[src/rtl/dnn_param_pkg.sv]
// Shared types, FSM encodings and size helpers for the MLP parameter store.
// PARAM_CHECKSUM_EN adds the trailing checksum state encoding.
package dnn_param_pkg;

    typedef enum logic [1:0] {
        RegW1 = 2'd0,
        RegW2 = 2'd1,
        RegB1 = 2'd2,
        RegB2 = 2'd3
    } region_e;

    localparam logic [2:0] StIdle   = 3'd0;
    localparam logic [2:0] StLdW1   = 3'd1;
    localparam logic [2:0] StLdW2   = 3'd2;
    localparam logic [2:0] StLdB1   = 3'd3;
    localparam logic [2:0] StLdB2   = 3'd4;
`ifdef PARAM_CHECKSUM_EN
    localparam logic [2:0] StLdCsum = 3'd5;
`endif
    localparam logic [2:0] StErr    = 3'd6;

    function automatic int unsigned n_w1(input int unsigned n_in, input int unsigned n_hid);
        return n_in * n_hid;
    endfunction

    function automatic int unsigned n_w2(input int unsigned n_hid, input int unsigned n_out);
        return n_hid * n_out;
    endfunction

    function automatic int unsigned total(input int unsigned n_in, input int unsigned n_hid,
                                          input int unsigned n_out);
        return n_w1(n_in, n_hid) + n_w2(n_hid, n_out) + n_hid + n_out;
    endfunction

    function automatic int unsigned idx_w(input int unsigned n);
        return (n > 1) ? $clog2(n) : 1;
    endfunction

    function automatic int unsigned addr_w(input int unsigned n_in, input int unsigned n_hid,
                                           input int unsigned n_out);
        int unsigned a;
        int unsigned b;
        a = n_w1(n_in, n_hid);
        b = n_w2(n_hid, n_out);
        return idx_w((a > b) ? a : b);
    endfunction

endpackage

[src/rtl/dnn_param_bank.sv]
// One parameter bank: W1/W2/B1/B2 register arrays, a single write port and
// a combinational sign-extending read mux (out-of-range reads return 0).
module dnn_param_bank
    import dnn_param_pkg::*;
#(
    parameter int unsigned N_IN  = 4,
    parameter int unsigned N_HID = 3,
    parameter int unsigned N_OUT = 2,
    parameter int unsigned W_W   = 8,
    parameter int unsigned B_W   = 16,
    parameter int unsigned AW    = addr_w(N_IN, N_HID, N_OUT)
) (
    input  logic           clk,
    input  logic           rst_n,
    input  logic           we,
    input  region_e        wr_region,
    input  logic [AW-1:0]  wr_addr,
    input  logic [B_W-1:0] wr_data,
    input  region_e        rd_region,
    input  logic [AW-1:0]  rd_addr,
    output logic [B_W-1:0] rd_val
);

    localparam int unsigned NW1 = n_w1(N_IN, N_HID);
    localparam int unsigned NW2 = n_w2(N_HID, N_OUT);
    localparam int unsigned IW1 = idx_w(NW1);
    localparam int unsigned IW2 = idx_w(NW2);
    localparam int unsigned IB1 = idx_w(N_HID);
    localparam int unsigned IB2 = idx_w(N_OUT);

    logic [W_W-1:0] w1_q [NW1];
    logic [W_W-1:0] w2_q [NW2];
    logic [B_W-1:0] b1_q [N_HID];
    logic [B_W-1:0] b2_q [N_OUT];

    always_ff @(posedge clk or negedge rst_n) begin
        if (!rst_n) begin
            for (int i = 0; i < NW1; i++) w1_q[i] <= '0;
            for (int i = 0; i < NW2; i++) w2_q[i] <= '0;
            for (int i = 0; i < N_HID; i++) b1_q[i] <= '0;
            for (int i = 0; i < N_OUT; i++) b2_q[i] <= '0;
        end else if (we) begin
            case (wr_region)
                RegW1: if (32'(wr_addr) < NW1) w1_q[wr_addr[IW1-1:0]] <= wr_data[W_W-1:0];
                RegW2: if (32'(wr_addr) < NW2) w2_q[wr_addr[IW2-1:0]] <= wr_data[W_W-1:0];
                RegB1: if (32'(wr_addr) < N_HID) b1_q[wr_addr[IB1-1:0]] <= wr_data;
                RegB2: if (32'(wr_addr) < N_OUT) b2_q[wr_addr[IB2-1:0]] <= wr_data;
                default: ;
            endcase
        end
    end

    always_comb begin
        rd_val = '0;
        case (rd_region)
            RegW1: if (32'(rd_addr) < NW1) rd_val = B_W'($signed(w1_q[rd_addr[IW1-1:0]]));
            RegW2: if (32'(rd_addr) < NW2) rd_val = B_W'($signed(w2_q[rd_addr[IW2-1:0]]));
            RegB1: if (32'(rd_addr) < N_HID) rd_val = b1_q[rd_addr[IB1-1:0]];
            RegB2: if (32'(rd_addr) < N_OUT) rd_val = b2_q[rd_addr[IB2-1:0]];
            default: ;
        endcase
    end

endmodule

[src/rtl/dnn_param_store.sv]
// Double-buffered, stream-loaded weight/bias store for the 2-layer MLP engine.
// Define PARAM_CHECKSUM_EN to require a trailing mod-2^B_W checksum word.
module dnn_param_store
    import dnn_param_pkg::*;
#(
    parameter int unsigned N_IN  = 4,
    parameter int unsigned N_HID = 3,
    parameter int unsigned N_OUT = 2,
    parameter int unsigned W_W   = 8,
    parameter int unsigned B_W   = 16,
    localparam int unsigned AW   = addr_w(N_IN, N_HID, N_OUT)
) (
    input  logic           clk,
    input  logic           rst_n,
    input  logic           load_start,
    input  logic           ld_valid,
    output logic           ld_ready,
    input  logic [B_W-1:0] ld_data,
    input  logic           ld_last,
    output logic           load_busy,
    output logic           load_err,
    output logic           params_valid,
    output logic           swap_pulse,
    input  logic [1:0]     rd_sel,
    input  logic [AW-1:0]  rd_addr,
    output logic [B_W-1:0] rd_data
);

    localparam int unsigned NW1 = n_w1(N_IN, N_HID);
    localparam int unsigned NW2 = n_w2(N_HID, N_OUT);

    logic [2:0]     state_q, state_d, next_ld;
    logic [AW-1:0]  cnt_q, cnt_d;
    logic           bank_sel_q, bank_sel_d;
    logic           params_valid_q, params_valid_d;
    logic           swap_q, swap_d;
    logic [B_W-1:0] rd_data_q;
`ifdef PARAM_CHECKSUM_EN
    logic [B_W-1:0] sum_q, sum_d;
`endif

    logic           in_load, accept, cnt_wrap, is_final, we, swap_req;
    region_e        region;
    int unsigned    region_size;
    logic [B_W-1:0] rd_val0, rd_val1;

    always_comb begin
        in_load     = 1'b0;
        region      = RegW1;
        region_size = NW1;
        next_ld     = StIdle;
        case (state_q)
            StLdW1: begin in_load = 1'b1; region = RegW1; region_size = NW1;   next_ld = StLdW2; end
            StLdW2: begin in_load = 1'b1; region = RegW2; region_size = NW2;   next_ld = StLdB1; end
            StLdB1: begin in_load = 1'b1; region = RegB1; region_size = N_HID; next_ld = StLdB2; end
            StLdB2: begin
                in_load     = 1'b1;
                region      = RegB2;
                region_size = N_OUT;
`ifdef PARAM_CHECKSUM_EN
                next_ld     = StLdCsum;
`endif
            end
`ifdef PARAM_CHECKSUM_EN
            StLdCsum: in_load = 1'b1;
`endif
            default: ;
        endcase
    end

    assign accept   = ld_valid & in_load;
    assign cnt_wrap = (32'(cnt_q) == region_size - 1);
`ifdef PARAM_CHECKSUM_EN
    assign is_final = 1'b0;
`else
    assign is_final = (state_q == StLdB2) && cnt_wrap;
`endif

    always_comb begin
        state_d        = state_q;
        cnt_d          = cnt_q;
        bank_sel_d     = bank_sel_q;
        params_valid_d = params_valid_q;
        swap_d         = 1'b0;
        we             = 1'b0;
        swap_req       = 1'b0;
`ifdef PARAM_CHECKSUM_EN
        sum_d          = sum_q;
`endif
        case (state_q)
            StIdle, StErr: begin
                if (load_start) begin
                    state_d = StLdW1;
                    cnt_d   = '0;
`ifdef PARAM_CHECKSUM_EN
                    sum_d   = '0;
`endif
                end
            end
            StLdW1, StLdW2, StLdB1, StLdB2: begin
                if (accept) begin
                    // ld_last must coincide exactly with the final data word
                    if (ld_last != is_final) begin
                        state_d = StErr;
                    end else begin
                        we = 1'b1;
`ifdef PARAM_CHECKSUM_EN
                        sum_d = sum_q + ld_data;
`endif
                        if (is_final) begin
                            state_d  = StIdle;
                            cnt_d    = '0;
                            swap_req = 1'b1;
                        end else if (cnt_wrap) begin
                            state_d = next_ld;
                            cnt_d   = '0;
                        end else begin
                            cnt_d = cnt_q + AW'(1);
                        end
                    end
                end
            end
`ifdef PARAM_CHECKSUM_EN
            StLdCsum: begin
                if (accept) begin
                    if (ld_last && (ld_data == sum_q)) begin
                        state_d  = StIdle;
                        swap_req = 1'b1;
                    end else begin
                        state_d = StErr;
                    end
                end
            end
`endif
            default: state_d = StIdle;
        endcase
        if (swap_req) begin
            bank_sel_d     = ~bank_sel_q;
            params_valid_d = 1'b1;
            swap_d         = 1'b1;
        end
    end

    always_ff @(posedge clk or negedge rst_n) begin
        if (!rst_n) begin
            state_q        <= StIdle;
            cnt_q          <= '0;
            bank_sel_q     <= 1'b0;
            params_valid_q <= 1'b0;
            swap_q         <= 1'b0;
            rd_data_q      <= '0;
`ifdef PARAM_CHECKSUM_EN
            sum_q          <= '0;
`endif
        end else begin
            state_q        <= state_d;
            cnt_q          <= cnt_d;
            bank_sel_q     <= bank_sel_d;
            params_valid_q <= params_valid_d;
            swap_q         <= swap_d;
            rd_data_q      <= bank_sel_q ? rd_val1 : rd_val0;
`ifdef PARAM_CHECKSUM_EN
            sum_q          <= sum_d;
`endif
        end
    end

    // Loads always target the bank that is not currently active
    dnn_param_bank #(
        .N_IN (N_IN),
        .N_HID(N_HID),
        .N_OUT(N_OUT),
        .W_W  (W_W),
        .B_W  (B_W),
        .AW   (AW)
    ) u_bank0 (
        .clk      (clk),
        .rst_n    (rst_n),
        .we       (we & bank_sel_q),
        .wr_region(region),
        .wr_addr  (cnt_q),
        .wr_data  (ld_data),
        .rd_region(region_e'(rd_sel)),
        .rd_addr  (rd_addr),
        .rd_val   (rd_val0)
    );

    dnn_param_bank #(
        .N_IN (N_IN),
        .N_HID(N_HID),
        .N_OUT(N_OUT),
        .W_W  (W_W),
        .B_W  (B_W),
        .AW   (AW)
    ) u_bank1 (
        .clk      (clk),
        .rst_n    (rst_n),
        .we       (we & ~bank_sel_q),
        .wr_region(region),
        .wr_addr  (cnt_q),
        .wr_data  (ld_data),
        .rd_region(region_e'(rd_sel)),
        .rd_addr  (rd_addr),
        .rd_val   (rd_val1)
    );

    assign ld_ready     = in_load;
    assign load_busy    = in_load;
    assign load_err     = (state_q == StErr);
    assign params_valid = params_valid_q;
    assign swap_pulse   = swap_q;
    assign rd_data      = rd_data_q;

endmodule

[config.mk]
export PLATFORM = sky130hd
export DESIGN_NAME = dnn_param_store
export DESIGN_NICKNAME = d
export VERILOG_FILES = /design/src/rtl/dnn_param_pkg.sv /design/src/rtl/dnn_param_bank.sv /design/src/rtl/dnn_param_store.sv
export SDC_FILE = /design/constraint.sdc
export NUM_CORES = 1
export LEC_CHECK = 0
export CORE_MARGIN = 4
export CORE_UTILIZATION = 60
export DETAILED_ROUTE_END_ITERATION = 16
export GPL_TIMING_DRIVEN = 0
export PLACE_DENSITY = 0.87
export SYNTH_ARGS = -nofsm -noshare
export SYNTH_HDL_FRONTEND = slang
export SYNTH_SLANG_ARGS = --single-unit
[constraint.sdc]
create_clock -name clk -period 6.8 [get_ports clk]
set_clock_uncertainty 0.15 [all_clocks]
set_input_delay 1.36 -clock clk [delete_from_list [all_inputs] [get_ports clk]]
set_output_delay 1.36 -clock clk [all_outputs]
set_load 0.005 [all_outputs]
## After elaboration in Yosys (flattened, before gate mapping)

Index checks and enable logic that the tools add are counted.

| storage, ports and cells | value |
|---|---|
| output and inout port bits | 21 |
| bits of input ports | 27 |
| word-level logic and storage cells | 199 |
| flip-flop bits (word level) | 474 |

| operators by class | value |
|---|---|
| muxes and demuxes | 75 |
| add/subtract/negate cells | 2 |
| bitwise logic cells | 12 |
| reductions and logical operators | 21 |
| $lt $le $gt $ge | 20 |
| eq/ne operators | 17 |

Operator list:

| operator | number |
|---|---|
| two-way mux 16 bit | 21 |
| bitwise mux 48 bit | 4 |
| bitwise mux 96 bit | 2 |
| one-hot mux 16 bit (4 select lines) | 2 |
| two-way mux 8 bit | 10 |
| binary-select mux 16 bit (select 2 bit) | 2 |
| binary-select mux 8 bit (select 4 bit) | 2 |
| bitwise mux 32 bit | 2 |
| binary-select mux 8 bit (select 3 bit) | 2 |
| demux 16 bit (select 2 bit) | 1 |
| demux 8 bit (select 4 bit) | 1 |
| equality test 4 x 32 -> 1 bit | 1 |
| subtractor 32 x 1 -> 32 bit, second input constant | 1 |
| AND reduction 3 bit | 9 |
| demux 8 bit (select 3 bit) | 1 |
| two-way mux 4 bit | 5 |
| demux 16 bit (select 1 bit) | 1 |
| less-than comparator 4 x 2 -> 1 bit, second input constant | 4 |
| two-way mux 3 bit | 5 |
| one-hot mux 4 bit (3 select lines) | 1 |
| greater-or-equal comparator 5 bit, second input constant | 2 |
| NOT 4 -> 5 bit | 2 |
| two-way mux 1 bit | 9 |
| one-hot mux 3 bit (3 select lines) | 1 |
| 34 further kinds | 56 |

## Depth between registers and ports, before layout

| logic depth | value |
|---|---|
| depth in word-level cells | 11 |
| mapped depth | 13 |
| mapped depth without buffers | 9 |

## Modules after synthesis

Synthesis repeated with hierarchy kept, for this count alone.

| second synthesis, totals | value |
|---|---|
| cells, all modules | 1618 |
| area, all modules | 22520.3 um^2 |

Modules (own cells, without submodules):

| module | sequential area each (um^2) | area an instance (um^2) | cells an instance | times used |
|---|---|---|---|---|
| dnn_param_bank at u_bank0 | 5605.4 | 10568.9 | 743 | 1 |
| dnn_param_bank at u_bank1 | 5605.4 | 10488.8 | 742 | 1 |
| dnn_param_store | 650.6 | 1462.7 | 133 | 1 |

## Least setup slack after synthesis

Ideal clock, no wire load.

| timing | value |
|---|---|
| kind | input-to-reg |
| from | in ld_last |
| to | reg u_bank0.w2_q[32] (netlist bit) |
| buffers on the path | 0 |
| cell stages on the path | 7 |
| data required time | 6.525 ns |
| slack | 3.251 ns |
| arrival | 3.274 ns |
| setup time | 0.125 ns |
| cells stage by stage | inv_1 -> ha_1 -> nor2b_1 -> nand4_1 -> or2_1 -> nor3_2 -> mux2_2 |

| between the ends | value |
|---|---|
| word-level cells in the longest chain between the ends | 6 |

RTL lines:

| what | line | source |
|---|---|---|
| from (decl) | dnn_param_store.sv:19 | `input logic ld_last,` |
| != test 1 bit | dnn_param_store.sv:103 | `if (ld_last != is_final) begin` |
| two-way mux 1 bit | dnn_param_store.sv:103 |  |
| two-way mux 1 bit | dnn_param_store.sv:101 | `if (accept) begin` |
| two-way mux 1 bit | dnn_param_store.sv:90 | `case (state_q)` |
| bitwise AND 1 bit | dnn_param_store.sv:179 | `.we (we & bank_sel_q),` |
| AND reduction 3 bit (no line) | n/a |  |
| to (signal, indexed assignment) | dnn_param_bank.sv:45 | `RegW2: if (32'(wr_addr) < NW2) w2_q[wr_addr[IW2-1:0]] <= wr_data[W_W-1:0];` |
| to (decl) | dnn_param_bank.sv:32 | `logic [W_W-1:0] w2_q [NW2];` |

Every way passes these cells.
A chain may end at the register's enable or synchronous reset.

## Worst setup path in the final report

| timing | value |
|---|---|
| from | reg state_q[1] |
| to | reg u_bank0.w2_q[5] (netlist bit) |

| between the ends | value |
|---|---|
| word-level cells in the longest chain between the ends | 11 |
| elaborated cells between the ends (all ways) | 19 |
| classes of those cells | add/sub (1); eq/ne (7); mux (6); bitwise (2); reduce/logical (3) |

RTL lines:

| what | line | source |
|---|---|---|
| from (decl) | dnn_param_store.sv:32 | `logic [2:0] state_q, state_d, next_ld;` |
| from (signal assigned) | dnn_param_store.sv:146 | `state_q <= StIdle;` |
| from (signal assigned) | dnn_param_store.sv:156 | `state_q <= state_d;` |
| equality test 3 bit / equality test 3 x 2 -> 1 bit (equally long branches) | dnn_param_store.sv:52, dnn_param_store.sv:76, dnn_param_store.sv:90 |  |
| one-hot mux 4 bit (3 select lines) | dnn_param_store.sv:52 | `case (state_q)` |
| subtractor 32 x 1 -> 32 bit | dnn_param_store.sv:72 | `assign cnt_wrap = (32'(cnt_q) == region_size - 1);` |
| equality test 4 x 32 -> 1 bit | dnn_param_store.sv:72 |  |
| logical AND 1 bit | dnn_param_store.sv:76 | `assign is_final = (state_q == StLdB2) && cnt_wrap;` |
| != test 1 bit | dnn_param_store.sv:103 |  |
| two-way mux 1 bit | dnn_param_store.sv:103 |  |
| two-way mux 1 bit | dnn_param_store.sv:101 |  |
| two-way mux 1 bit | dnn_param_store.sv:90 |  |
| bitwise AND 1 bit | dnn_param_store.sv:179 |  |
| AND reduction 3 bit (no line) (*) | n/a |  |

Every way passes the cells marked *; elsewhere a longest branch is shown, timed or not.

==> impl_metrics.tcl <==
set metrics [dict create \
    status "finished, final reports clean" \
    grt_max_degree 130 \
    max_freq_mhz 228 \
    grt_setup_unrepaired "false" \
    first_pass_iters 5 \
    dp.final_hpwl_um 41200 \
    antenna_cells 0 \
    cp-start-kind "register" \
    synth_ff_type "dfrtp_1" \
    fp.dieH_um 199 \
    ys_seq_elements 474 \
    critPathArrivalTime_ns 4.70 \
    synth_fa_ha_area_share_pct 0.342 \
    wl_per_cell_um 28.1 \
    rows 69 \
    drc 0 \
    vias 14323 \
    syn_nets 1604 \
    yosysTopAreaCell "dfrtp_1" \
    grt_pass1_vias 14911 \
    initial_core_util_pct 61.3 \
    grt.overflow.total 0 \
    die_x_um 199 \
    clkTransAtPathRegs_ns 0.06 \
    worstMarginPinSlew_ns 1.32 \
    fin_crit_sh_pct 64.6 \
    yosysMostFrequentCell "dfrtp_1" \
    clock-root-buffer "clkbuf_16" \
    mappedNetlistArea_um2 22000 \
    cts_buffer_depth 3 \
    io-pin-count 48 \
    clkLatencyLatePin_ns 0.60 \
    yosysSeqAreaShare_pct 54.0 \
    power_density_nw_per_um2 317 \
    wl_um 60400 \
    synthXorXnorAreaFrac_pct 0.0399 \
    grt_pass1_wl_um 92100 \
    cts_tree "built" \
    synth_cell_types 68 \
    setup_viol 0 \
    h-tree-depth 2 \
    p_leak_nw 11.9 \
    drive_above_1_share_pct 38.9 \
    synth_warnings 0 \
    clock_sinks 474 \
    synth-simple-area-share_pct 4.65 \
    avgSynthCellArea_um2 14.0 \
    cts_inserted_buffers 48 \
    postCtsSetupRepairBufs 0 \
    synth-edff-count 0 \
    gp_congestion 0.967 \
    hold_buffers 0 \
    core_um2 35800 \
    finalCoreUtilization_pct 68.6 \
    grt.total_usage_pct 31.0 \
    ctsResizeCount 0 \
    crit_required_ns 7.11 \
    final_nets 1686 \
    setup_tns_ns 0 \
    hold_viol 0 \
    synthCells 1571 \
    detail-route-antenna-nets 0 \
    area_delta_synth_final_pct 11.9 \
    viasPerCell 6.66 \
    slew_headroom_pct 11.0 \
    io_buffers 28 \
    ir_drop_v 0.000222 \
    hold_class "register to register" \
    drv_slew 0 \
    drv_cap 0 \
    muxShareOfSynthArea_pct 33.1 \
    critPathKind "register to register" \
    crit_fanout 10 \
    antenna_found_initial 3 \
    fin_crit_ns 4.39 \
    synth_compound_area_share_pct 4.78 \
    synthTopCellsByArea "dfrtp_1, mux2_2, mux4_2" \
    power_mw 7.79 \
    synth_common_cells "dfrtp_1, mux2_2, mux2i_1" \
    synth_top_family_by_area "multiplexers" \
    drt_iter0_markers 1433 \
    ys_async_sr_fraction_pct 100 \
    die_area_um2 39700 \
    end_kind "register" \
    yosysTopAreaCellShare_pct 54.0 \
]
## layer usage
metal	wire length, um	GRT usage [%]	vias up	share of wire, %
met5	45	0	-	0.075
li1	-	-	5909	-
met1	23900	41.9	7568	40
met4	2610	12.2	6	4.3
met2	28500	49.0	669	47
met3	5260	7.81	171	8.7
## cell usage in the layout, fill, tap and decap left out, types with 8 or more instances in the layout
cell type	netlist	routed
a221oi_1	9	9
inv_1	10	10
clkbuf_16	0	49
a21oi_1	35	35
buf_2	17	17
clkbuf_1	63	73
nor2_1	44	44
a22oi_1	27	27
nand3_1	8	8
buf_4	18	18
dfrtp_1	474	474
clkdlybuf4s50_1	0	27
mux4_2	58	58
clkbuf_8	0	17
o21ai_0	36	36
mux2_2	452	452
buf_6	8	8
mux2i_1	88	88
nand2_1	81	81
buf_1	19	19
## critical path: stages (launching register included)
cell and delay, ns:
dfrtp_1 0.41, buf_2 0.19, nor2_1 0.13, nand2_1 0.09, or4_1 0.46, buf_2 0.19, ha_1 0.37, nor2b_1 0.32
nand4_1 0.36, or2_1 0.38, nor3_2 0.77, mux2_2 0.42
## state kept, by name (all words and copies together) (netlist names)
register and cells:
u_bank1.b2_q 32, bank_sel_q 1, state_q 3, u_bank0.b2_q 32, cnt_q 4, swap_pulse 1
u_bank1.w1_q 96, u_bank1.w2_q 48, u_bank0.w2_q 48, u_bank1.b1_q 48, rd_data 16, u_bank0.w1_q 96
params_valid 1, u_bank0.b1_q 48
## layout make-up
class	count	area [um2]
multi-input combinational	960	9440
clock inverter	10	136
timing repair buffer	32	395
inverter	12	45.0
sequential	474	11900
clock buffer	76	1500
buffer	125	618
fill	2352	11300
tap	461	577
## through the flow
stage               setup slack [ns]  hold slack [ns]  area, um2  cells
global route                    2.30            0.355      24600   2150
floorplan                       3.25            0.315      22000   1571
finish                          2.41            0.316      24600   2150
global placement              -15.47            0.302      22800   2060
CTS                             2.47            0.326      24600   2150
detailed placement              2.05            0.305      22900   2064
## logic make-up (layout without fill, tap and decap cells)
kind of cell               after synthesis  count (layout)
DFF                                    474             474
AOI/OAI and AO/OA                      158             158
muxes                                  598             598
buffers and inverters                  137             255
and+or+nand+nor                        197             197
adders and majority gates                6               6
xor gates and xnor gates                 1               1
## worst paths after layout
path,from,end,slack (ns),cells after the start
setup / recovery,state_q[1]$_DFFE_PN0P_,u_bank0.w2_q[5]$_DFFE_PN0P_,2.41,11
hold / removal,params_valid$_DFFE_PN0P_,params_valid$_DFFE_PN0P_,0.32,1
setup reg to reg,state_q[1]$_DFFE_PN0P_,u_bank0.w2_q[5]$_DFFE_PN0P_,2.41,11
hold reg to reg,params_valid$_DFFE_PN0P_,params_valid$_DFFE_PN0P_,0.32,1
max in group asynchronous,rst_n,u_bank1.w1_q[4]$_DFFE_PN0P_,4.45,3
min in group asynchronous,rst_n,u_bank0.w1_q[90]$_DFFE_PN0P_,0.55,1
## where the power goes
| part | switching [mW] | leakage [nW] | internal, mW |
|---|---|---|---|
| Clock | 1.12 | 0.811 | 1.59 |
| Combinational | 0.826 | 4.52 | 0.749 |
| Sequential | 0.242 | 6.55 | 3.26 |
| Total | 2.19 | 11.9 | 5.60 |
No activity file was read; power rests on OpenSTA's default activity.
